--- config.mk ---
export PLATFORM = sky130hd
export DESIGN_NAME = cpu_axi_bridge_flat
export DESIGN_NICKNAME = d
export VERILOG_FILES = /design/src/rtl/cpu_axi_bridge_if.sv /design/src/rtl/cpu_axi_bridge.sv /design/src/flat_wrapper.sv
export SDC_FILE = /design/constraint.sdc
export NUM_CORES = 1
export LEC_CHECK = 0
export CORE_ASPECT_RATIO = 0.9
export CORE_UTILIZATION = 38
export DETAILED_ROUTE_END_ITERATION = 10
export PLACE_DENSITY = 0.82
export SETUP_SLACK_MARGIN = 0.1
export SYNTH_ARGS = -nofsm -noshare
export SYNTH_HDL_FRONTEND = slang
export SYNTH_SLANG_ARGS = --single-unit
export TNS_END_PERCENT = 50
--- constraint.sdc ---
create_clock -name clk -period 1.81 [get_ports clk]
set_input_delay 0.4525 -clock clk [delete_from_list [all_inputs] [get_ports clk]]
set_output_delay 0.4525 -clock clk [all_outputs]
set_load 0.01 [all_outputs]
--- src/rtl/cpu_axi_bridge_if.sv ---
// AXI read/write channel bundle between the CPU bridge and its slave.
// Fixed AXI fields (id, len, size, burst, lock, cache, prot) live at integration level.
interface cpu_axi_bridge_if;
    logic [31:0] araddr;
    logic        arvalid;
    logic        arready;
    logic [31:0] rdata;
    logic        rvalid;
    logic        rready;
    logic [31:0] awaddr;
    logic        awvalid;
    logic        awready;
    logic [31:0] wdata;
    logic [3:0]  wstrb;
    logic        wvalid;
    logic        wready;
    logic        bvalid;
    logic        bready;

    modport master (
        output araddr, arvalid, rready,
        output awaddr, awvalid, wdata, wstrb, wvalid, bready,
        input  arready, rdata, rvalid,
        input  awready, wready, bvalid
    );

    modport slave (
        input  araddr, arvalid, rready,
        input  awaddr, awvalid, wdata, wstrb, wvalid, bready,
        output arready, rdata, rvalid,
        output awready, wready, bvalid
    );
endinterface

--- src/rtl/cpu_axi_bridge.sv ---
// Serialising bridge from the core's inst/data SRAM-like ports to one AXI master.
// One transaction in flight; data requests win arbitration over instruction fetches.
module cpu_axi_bridge (
    input  logic        clk,
    input  logic        reset,
    input  logic        inst_req,
    input  logic [31:0] inst_addr,
    output logic        inst_addr_ok,
    output logic        inst_data_ok,
    input  logic        data_req,
    input  logic        data_wr,
    input  logic [31:0] data_addr,
    input  logic [3:0]  data_wstrb,
    input  logic [31:0] data_wdata,
    output logic        data_addr_ok,
    output logic        data_data_ok,
    output logic [31:0] cpu_rdata,
    cpu_axi_bridge_if.master axi
);

    typedef enum logic [2:0] {
        IDLE,
        AR,
        R,
        AWW,
        B,
        RESP
    } state_t;

    state_t state;
    state_t state_n;

    logic [31:0] addr_q;
    logic [31:0] wdata_q;
    logic [3:0]  wstrb_q;
    logic        own_data_q;
    logic        aw_done;
    logic        w_done;

    logic arvalid_c;
    logic rready_c;
    logic awvalid_c;
    logic wvalid_c;
    logic bready_c;
    logic aw_hs;
    logic w_hs;

    assign axi.araddr  = addr_q;
    assign axi.awaddr  = addr_q;
    assign axi.wdata   = wdata_q;
    assign axi.wstrb   = wstrb_q;
    assign axi.arvalid = arvalid_c;
    assign axi.rready  = rready_c;
    assign axi.awvalid = awvalid_c;
    assign axi.wvalid  = wvalid_c;
    assign axi.bready  = bready_c;

    assign aw_hs = awvalid_c & axi.awready;
    assign w_hs  = wvalid_c & axi.wready;

    always_comb begin
        state_n      = state;
        data_addr_ok = 1'b0;
        inst_addr_ok = 1'b0;
        inst_data_ok = 1'b0;
        data_data_ok = 1'b0;
        arvalid_c    = 1'b0;
        rready_c     = 1'b0;
        awvalid_c    = 1'b0;
        wvalid_c     = 1'b0;
        bready_c     = 1'b0;
        unique case (state)
            IDLE: begin
                data_addr_ok = data_req;
                inst_addr_ok = inst_req & ~data_req;
                if (data_req) begin
                    state_n = data_wr ? AWW : AR;
                end else if (inst_req) begin
                    state_n = AR;
                end
            end
            AR: begin
                arvalid_c = 1'b1;
                if (axi.arready) begin
                    state_n = R;
                end
            end
            R: begin
                rready_c = 1'b1;
                if (axi.rvalid) begin
                    state_n = RESP;
                end
            end
            AWW: begin
                awvalid_c = ~aw_done;
                wvalid_c  = ~w_done;
                // AW and W finish independently, possibly in the same cycle
                if ((aw_done | axi.awready) & (w_done | axi.wready)) begin
                    state_n = B;
                end
            end
            B: begin
                bready_c = 1'b1;
                if (axi.bvalid) begin
                    state_n = RESP;
                end
            end
            RESP: begin
                inst_data_ok = ~own_data_q;
                data_data_ok = own_data_q;
                state_n      = IDLE;
            end
            default: state_n = IDLE;
        endcase
    end

    always_ff @(posedge clk) begin
        if (reset) begin
            state <= IDLE;
        end else begin
            state <= state_n;
        end
    end

    always_ff @(posedge clk) begin
        if (reset) begin
            addr_q     <= '0;
            wdata_q    <= '0;
            wstrb_q    <= '0;
            own_data_q <= 1'b0;
        end else if (state == IDLE && (data_req || inst_req)) begin
            addr_q     <= data_req ? data_addr : inst_addr;
            wdata_q    <= data_req ? data_wdata : 32'h0;
            wstrb_q    <= data_req ? data_wstrb : 4'h0;
            own_data_q <= data_req;
        end
    end

    always_ff @(posedge clk) begin
        if (reset) begin
            aw_done <= 1'b0;
            w_done  <= 1'b0;
        end else if (state == AWW && state_n == B) begin
            aw_done <= 1'b0;
            w_done  <= 1'b0;
        end else if (state == AWW) begin
            if (aw_hs) aw_done <= 1'b1;
            if (w_hs)  w_done  <= 1'b1;
        end
    end

    // Writes report zero on cpu_rdata; value holds until the next completion
    always_ff @(posedge clk) begin
        if (reset) begin
            cpu_rdata <= '0;
        end else if (state == R && axi.rvalid) begin
            cpu_rdata <= axi.rdata;
        end else if (state == B && axi.bvalid) begin
            cpu_rdata <= '0;
        end
    end

endmodule

--- src/flat_wrapper.sv ---
// flat-port wrapper written by rule: the top's interface ports become plain ports
module cpu_axi_bridge_flat 
  (clk, reset, inst_req, inst_addr, inst_addr_ok, inst_data_ok, data_req, data_wr, data_addr, data_wstrb, data_wdata, data_addr_ok, data_data_ok, cpu_rdata, axi_araddr, axi_arvalid, axi_rready, axi_awaddr, axi_awvalid, axi_wdata, axi_wstrb, axi_wvalid, axi_bready, axi_arready, axi_rdata, axi_rvalid, axi_awready, axi_wready, axi_bvalid);
  cpu_axi_bridge_if axi_i ();
  input  logic clk;
  input  logic reset;
  input  logic inst_req;
  input  logic [31:0] inst_addr;
  output logic inst_addr_ok;
  output logic inst_data_ok;
  input  logic data_req;
  input  logic data_wr;
  input  logic [31:0] data_addr;
  input  logic [3:0] data_wstrb;
  input  logic [31:0] data_wdata;
  output logic data_addr_ok;
  output logic data_data_ok;
  output logic [31:0] cpu_rdata;
  output wire logic [$bits(axi_i.araddr)-1:0] axi_araddr;
  output wire logic [$bits(axi_i.arvalid)-1:0] axi_arvalid;
  output wire logic [$bits(axi_i.rready)-1:0] axi_rready;
  output wire logic [$bits(axi_i.awaddr)-1:0] axi_awaddr;
  output wire logic [$bits(axi_i.awvalid)-1:0] axi_awvalid;
  output wire logic [$bits(axi_i.wdata)-1:0] axi_wdata;
  output wire logic [$bits(axi_i.wstrb)-1:0] axi_wstrb;
  output wire logic [$bits(axi_i.wvalid)-1:0] axi_wvalid;
  output wire logic [$bits(axi_i.bready)-1:0] axi_bready;
  input wire logic [$bits(axi_i.arready)-1:0] axi_arready;
  input wire logic [$bits(axi_i.rdata)-1:0] axi_rdata;
  input wire logic [$bits(axi_i.rvalid)-1:0] axi_rvalid;
  input wire logic [$bits(axi_i.awready)-1:0] axi_awready;
  input wire logic [$bits(axi_i.wready)-1:0] axi_wready;
  input wire logic [$bits(axi_i.bvalid)-1:0] axi_bvalid;
  assign axi_araddr = axi_i.araddr;
  assign axi_arvalid = axi_i.arvalid;
  assign axi_rready = axi_i.rready;
  assign axi_awaddr = axi_i.awaddr;
  assign axi_awvalid = axi_i.awvalid;
  assign axi_wdata = axi_i.wdata;
  assign axi_wstrb = axi_i.wstrb;
  assign axi_wvalid = axi_i.wvalid;
  assign axi_bready = axi_i.bready;
  assign axi_i.arready = axi_arready;
  assign axi_i.rdata = axi_rdata;
  assign axi_i.rvalid = axi_rvalid;
  assign axi_i.awready = axi_awready;
  assign axi_i.wready = axi_wready;
  assign axi_i.bvalid = axi_bvalid;
  cpu_axi_bridge u_core (.clk(clk), .reset(reset), .inst_req(inst_req), .inst_addr(inst_addr), .inst_addr_ok(inst_addr_ok), .inst_data_ok(inst_data_ok), .data_req(data_req), .data_wr(data_wr), .data_addr(data_addr), .data_wstrb(data_wstrb), .data_wdata(data_wdata), .data_addr_ok(data_addr_ok), .data_data_ok(data_data_ok), .cpu_rdata(cpu_rdata), .axi(axi_i));
endmodule
# After elaboration in Yosys (flattened, before gate mapping)
# Cells that the tools add are included.
# word_totals
reg_bits,106
input_bits,142
out_inout_bits,141
elab_cells,56
# classes
eq_ne,6
mux,22
bitwise,10
n_reduce_logical,10
# ops
operator,n
$mux 32,4
$mux 3,6
$pmux 3 s5,1
$eq 3x3->1 const B,3
$mux 1,9
$eq 3x2->1 const B,2
$and 1x1->1,4
$logic_and 1x1->1,4
$mux 4,1
$not 1->1,4
$reduce_and 2->1,2
$eq 3x1->1 const B,1
$logic_not 3->1,1
$mux 2,1
$or 1x1->1,2
$reduce_bool 2->1,1
$reduce_or 2->1,1
$logic_or 1x1->1,1

# Logic depth before layout (Yosys ltp)
# logic_depth
ltp_word,7
ltp_mapped,6
ltp_nobuf,3

# Least setup slack after synthesis
# OpenSTA, ideal clock, no wires.
# synth_path
kind,register -> output
startpoint,register u_core.state[0]
endpoint,output port inst_addr_ok
arrival_ns,1.212
t_required_ns,1.357
slack_ns,0.145
path_stages_with_launch,4
path_buffers,1
path_cell_list,dfxtp_1 > buf_2 > or4b_1 > nor2_1
# synth_between
elab_chain_cells,2
# synth_lines
element,line_no,source
"start, declared",cpu_axi_bridge.sv:30,state_t state;
"start signal, assigned",cpu_axi_bridge.sv:121,state <= state_n;
$logic_not 3->1,cpu_axi_bridge.sv:72,unique case (state)
$mux 1,cpu_axi_bridge.sv:72,
"end, declared",flat_wrapper.sv:9,output logic inst_addr_ok;
# No other way between the ends.

# Final worst setup path
# Same ends and word-level chain as after synthesis.

==> metrics.txt <==
status finished, violations left; failing checks negative setup slack; IO Count 283; clk root buf clkbuf_16; RePlAce Congestion 0.7902; Slew Limit Headroom 0.7362; first-pass GRT wire length 22780 µm; cells on worst reg2reg path 6; fin crit share 1.040; clk_lat worst skew 340 ps; Slew Viols, Final 0; sequential area share after synthesis 0.4513; Post-Route M1 WL 5633 µm; peak supply drop 0.0005880 V; clock sinks 106; crit end category output port; CP max stage delay 560 ps; worst path required time 1360 ps; Post-layout nets 911; met2 WL 7956 µm; Antenna diodes 0; ANT nets after route 0; Max Buffers Root-to-Sink 2; Site Rows 38; Setup Viol. Count Final 2; worst clock skew 4.928 ps; min Tclk post-route 1882 ps; ys async rst share 0; worst r2r src u_core.state[2]$_SDFF_PP0_; largest cells by area after synthesis dfxtp_1, a21oi_1, mux2i_1; highest metal layer with signal wires met4; CTS tree yes; Reg area 0.002126 mm²; total power 7.761 mW; core area 0.01208 mm²; gr usage total 0.2251; hold path endpoint u_core.cpu_rdata[25]$_SDFFE_PP0P_; Crit path arrival time 1430 ps; Sum Neg Setup Slack -92.26 ps; Initial Utilization 0.3893; final hold vios 0; CP max FO 2; drt first pass iters 4; EDFF count, synth 0; DP Worst Slack -699.9 ps; final std cells w/o fill 933; Die Area 0.01282 mm²; CP Buf/Inv Count 1; hold-critical path depth 2; HPWL after DPL 10780 µm; Cells after DPL 914; Yosys warning count 0; final setup margin -72.41 ps; clock-pin transition on the worst setup and hold timing paths 70 ps; vias in the first global route 4581; synthesized netlist net count 674; Reg2Reg Setup Slack 210 ps; count of different cell masters after synthesis 40; flops & latches, synth 106; antenna violations before repair 0; H-tree Lvls 3; power per cell area 975.5 mW/mm²; critical path startpoint category register; RSZ-0062 raised after global routing true; total grt overflow 0; crit-path cells or4b_4 > nor2_4 > buf_6; Hold Startpoint u_core.cpu_rdata[25]$_SDFFE_PP0P_; Port Buffers 282; per-cell routed wire length 15.92 µm; share of post-route cells with drive strength above 1 0.09832; total CTS buffers 9; Area Overhead vs Synth 69.21%; Post-Syn Instances 532; Yosys top cell by area dfxtp_1; Leak 3.949 nW; starting DRC count in detailed routing 287; via count 4773; Yosys top cell area share 0.4513; Remaining DRCs 0; max-cap violations 0; Die W 119.3 µm; final WL 14860 µm; vias per inst 5.116; Worst Setup Path Type register to output port; CP max stage cell or4b_4; Slew @ Worst Pin 395.7 ps; critical path's top delay family simple AND/OR/NAND/NOR gates; Cell Area, Synth 0.004702 mm²; FMAX 0.5312 GHz; metal3 WL 932 µm; # fillers 951; dominant synthesized flop cell dfxtp_1; Hold WC Path Type register to register; Die H 107.5 µm; largest net degree at the start of global routing 48; Multi-input gate area 0.002066 mm²; Worst R2R End u_core.axi.wdata[21]$_SDFFE_PP0P_; Syn Area/Cell 8.838 µm²
## how the worst max path moves through the flow
stage | cells past startpoint | end | slack [ps] | from
after floorplan | 3 | inst_addr_ok | 150 | u_core.state[0]$_SDFF_PP0_
after global placement | 4 | inst_addr_ok | -710 | inst_req
after detailed placement | 4 | inst_addr_ok | -700 | inst_req
after CTS | 3 | inst_addr_ok | -100 | u_core.state[0]$_SDFF_PP0_
after global routing | 3 | inst_addr_ok | -100 | u_core.state[0]$_SDFF_PP0_
final | 3 | inst_addr_ok | -70 | u_core.state[0]$_SDFF_PP0_
## power breakdown
part,total (mW),switching (mW),internal [mW]
Clock,2.02,0.820,1.20
Combinational,2.86,1.36,1.50
Sequential,2.88,0.211,2.67
## layer usage
metal  up-vias  GRT usage
li1       2308          -
met1      2269     0.2362
met2       173     0.4323
met3        23    0.06091
met4         0    0.07233
met5         -          0
## what timing repair did
| item | in CTS | in global routing |
|---|---|---|
| pin swaps | 5 | 3 |
| resized for setup | 83 | 70 |
| hold endpoints to repair | 0 | 0 |
| endpoints found under the setup margin | 44 | 102 |
| setup buffers | 4 | 0 |
| hold buffers | 0 | 0 |
## cell type report
cell class | count | area share
timing repair buffer | 310 | 0.4087
sequential | 106 | 0.2672
multi-input combinational | 341 | 0.2596
clock buffer | 10 | 0.02878
tap | 160 | 0.02516
clock inverter | 5 | 0.01006
inverter | 1 | 0.0004718
## flip-flops by register name (all words and copies together) (netlist names)
name	cells
u_core.axi.wdata	32
u_core.axi.araddr	32
u_core.aw_done	1
u_core.state	3
u_core.own_data_q	1
u_core.w_done	1
u_core.axi.wstrb	4
u_core.cpu_rdata	32
## placed cells by master (no fill, tap or decap), types with 2 or more instances in the layout
cell type and instances:
nand4bb_1 2, a21oi_1 104, nand2_1 69, dlygate4sd2_1 33
a211oi_1 25, buf_6 5, dfxtp_1 103, dfxtp_2 3
a211oi_2 7, nor3_1 2, buf_4 16, buf_2 6
clkbuf_16 9, mux2i_1 32, clkdlybuf4s50_1 177, o21ai_1 9
o21ai_0 27, nand3b_1 2, nor2_1 6, nand3_1 32
buf_8 2, buf_12 9, nor2_4 2, bufinv_16 2
clkinvlp_4 2, dlymetal6s2s_1 61
## worst reg2reg max path, cell delays in order (launching register included)
cell and delay, ps:
dfxtp_2 340, buf_6 140, buf_6 120, or3_4 400
buf_8 190, o21ai_0 210, a21oi_1 90
## metrics by stage
step / area (µm²) / util / hold slack, ps
6_report: 7956 / 0.6588 / 467.0
5_1_grt: 7956 / 0.6588 / 484.6
2_1_floorplan: 4702 / - / 471.1
4_1_cts: 7760 / 0.6426 / 469.8
3_5_place_dp: 7455 / 0.6173 / 460.3
3_3_place_gp: 7455 / 0.6173 / 453.9
## synthesized netlist by cell type, types with 7 or more instances
cell type  instances
buf_2             17
dfxtp_1          106
a211oi_2           7
nand2_1           69
buf_6             12
a211oi_1          25
nor2_1             7
buf_4             38
a21oi_1          104
nand3_1           32
o21ai_0           27
clkbuf_1          16
o21ai_1            9
mux2i_1           32
## kinds of logic (layout without fill, tap and decap cells)
group / count (synthesis) / count (layout) / share of synthesized area
AO/OA/AOI/OAI: 179 / 179 / 0.2193
buffers and inverters: 85 / 326 / 0.1221
flip-flops: 106 / 106 / 0.4513
multiplexers: 32 / 32 / 0.06812
AND/OR/NAND/NOR: 130 / 130 / 0.1392
(Power assumes the default switching activity.)
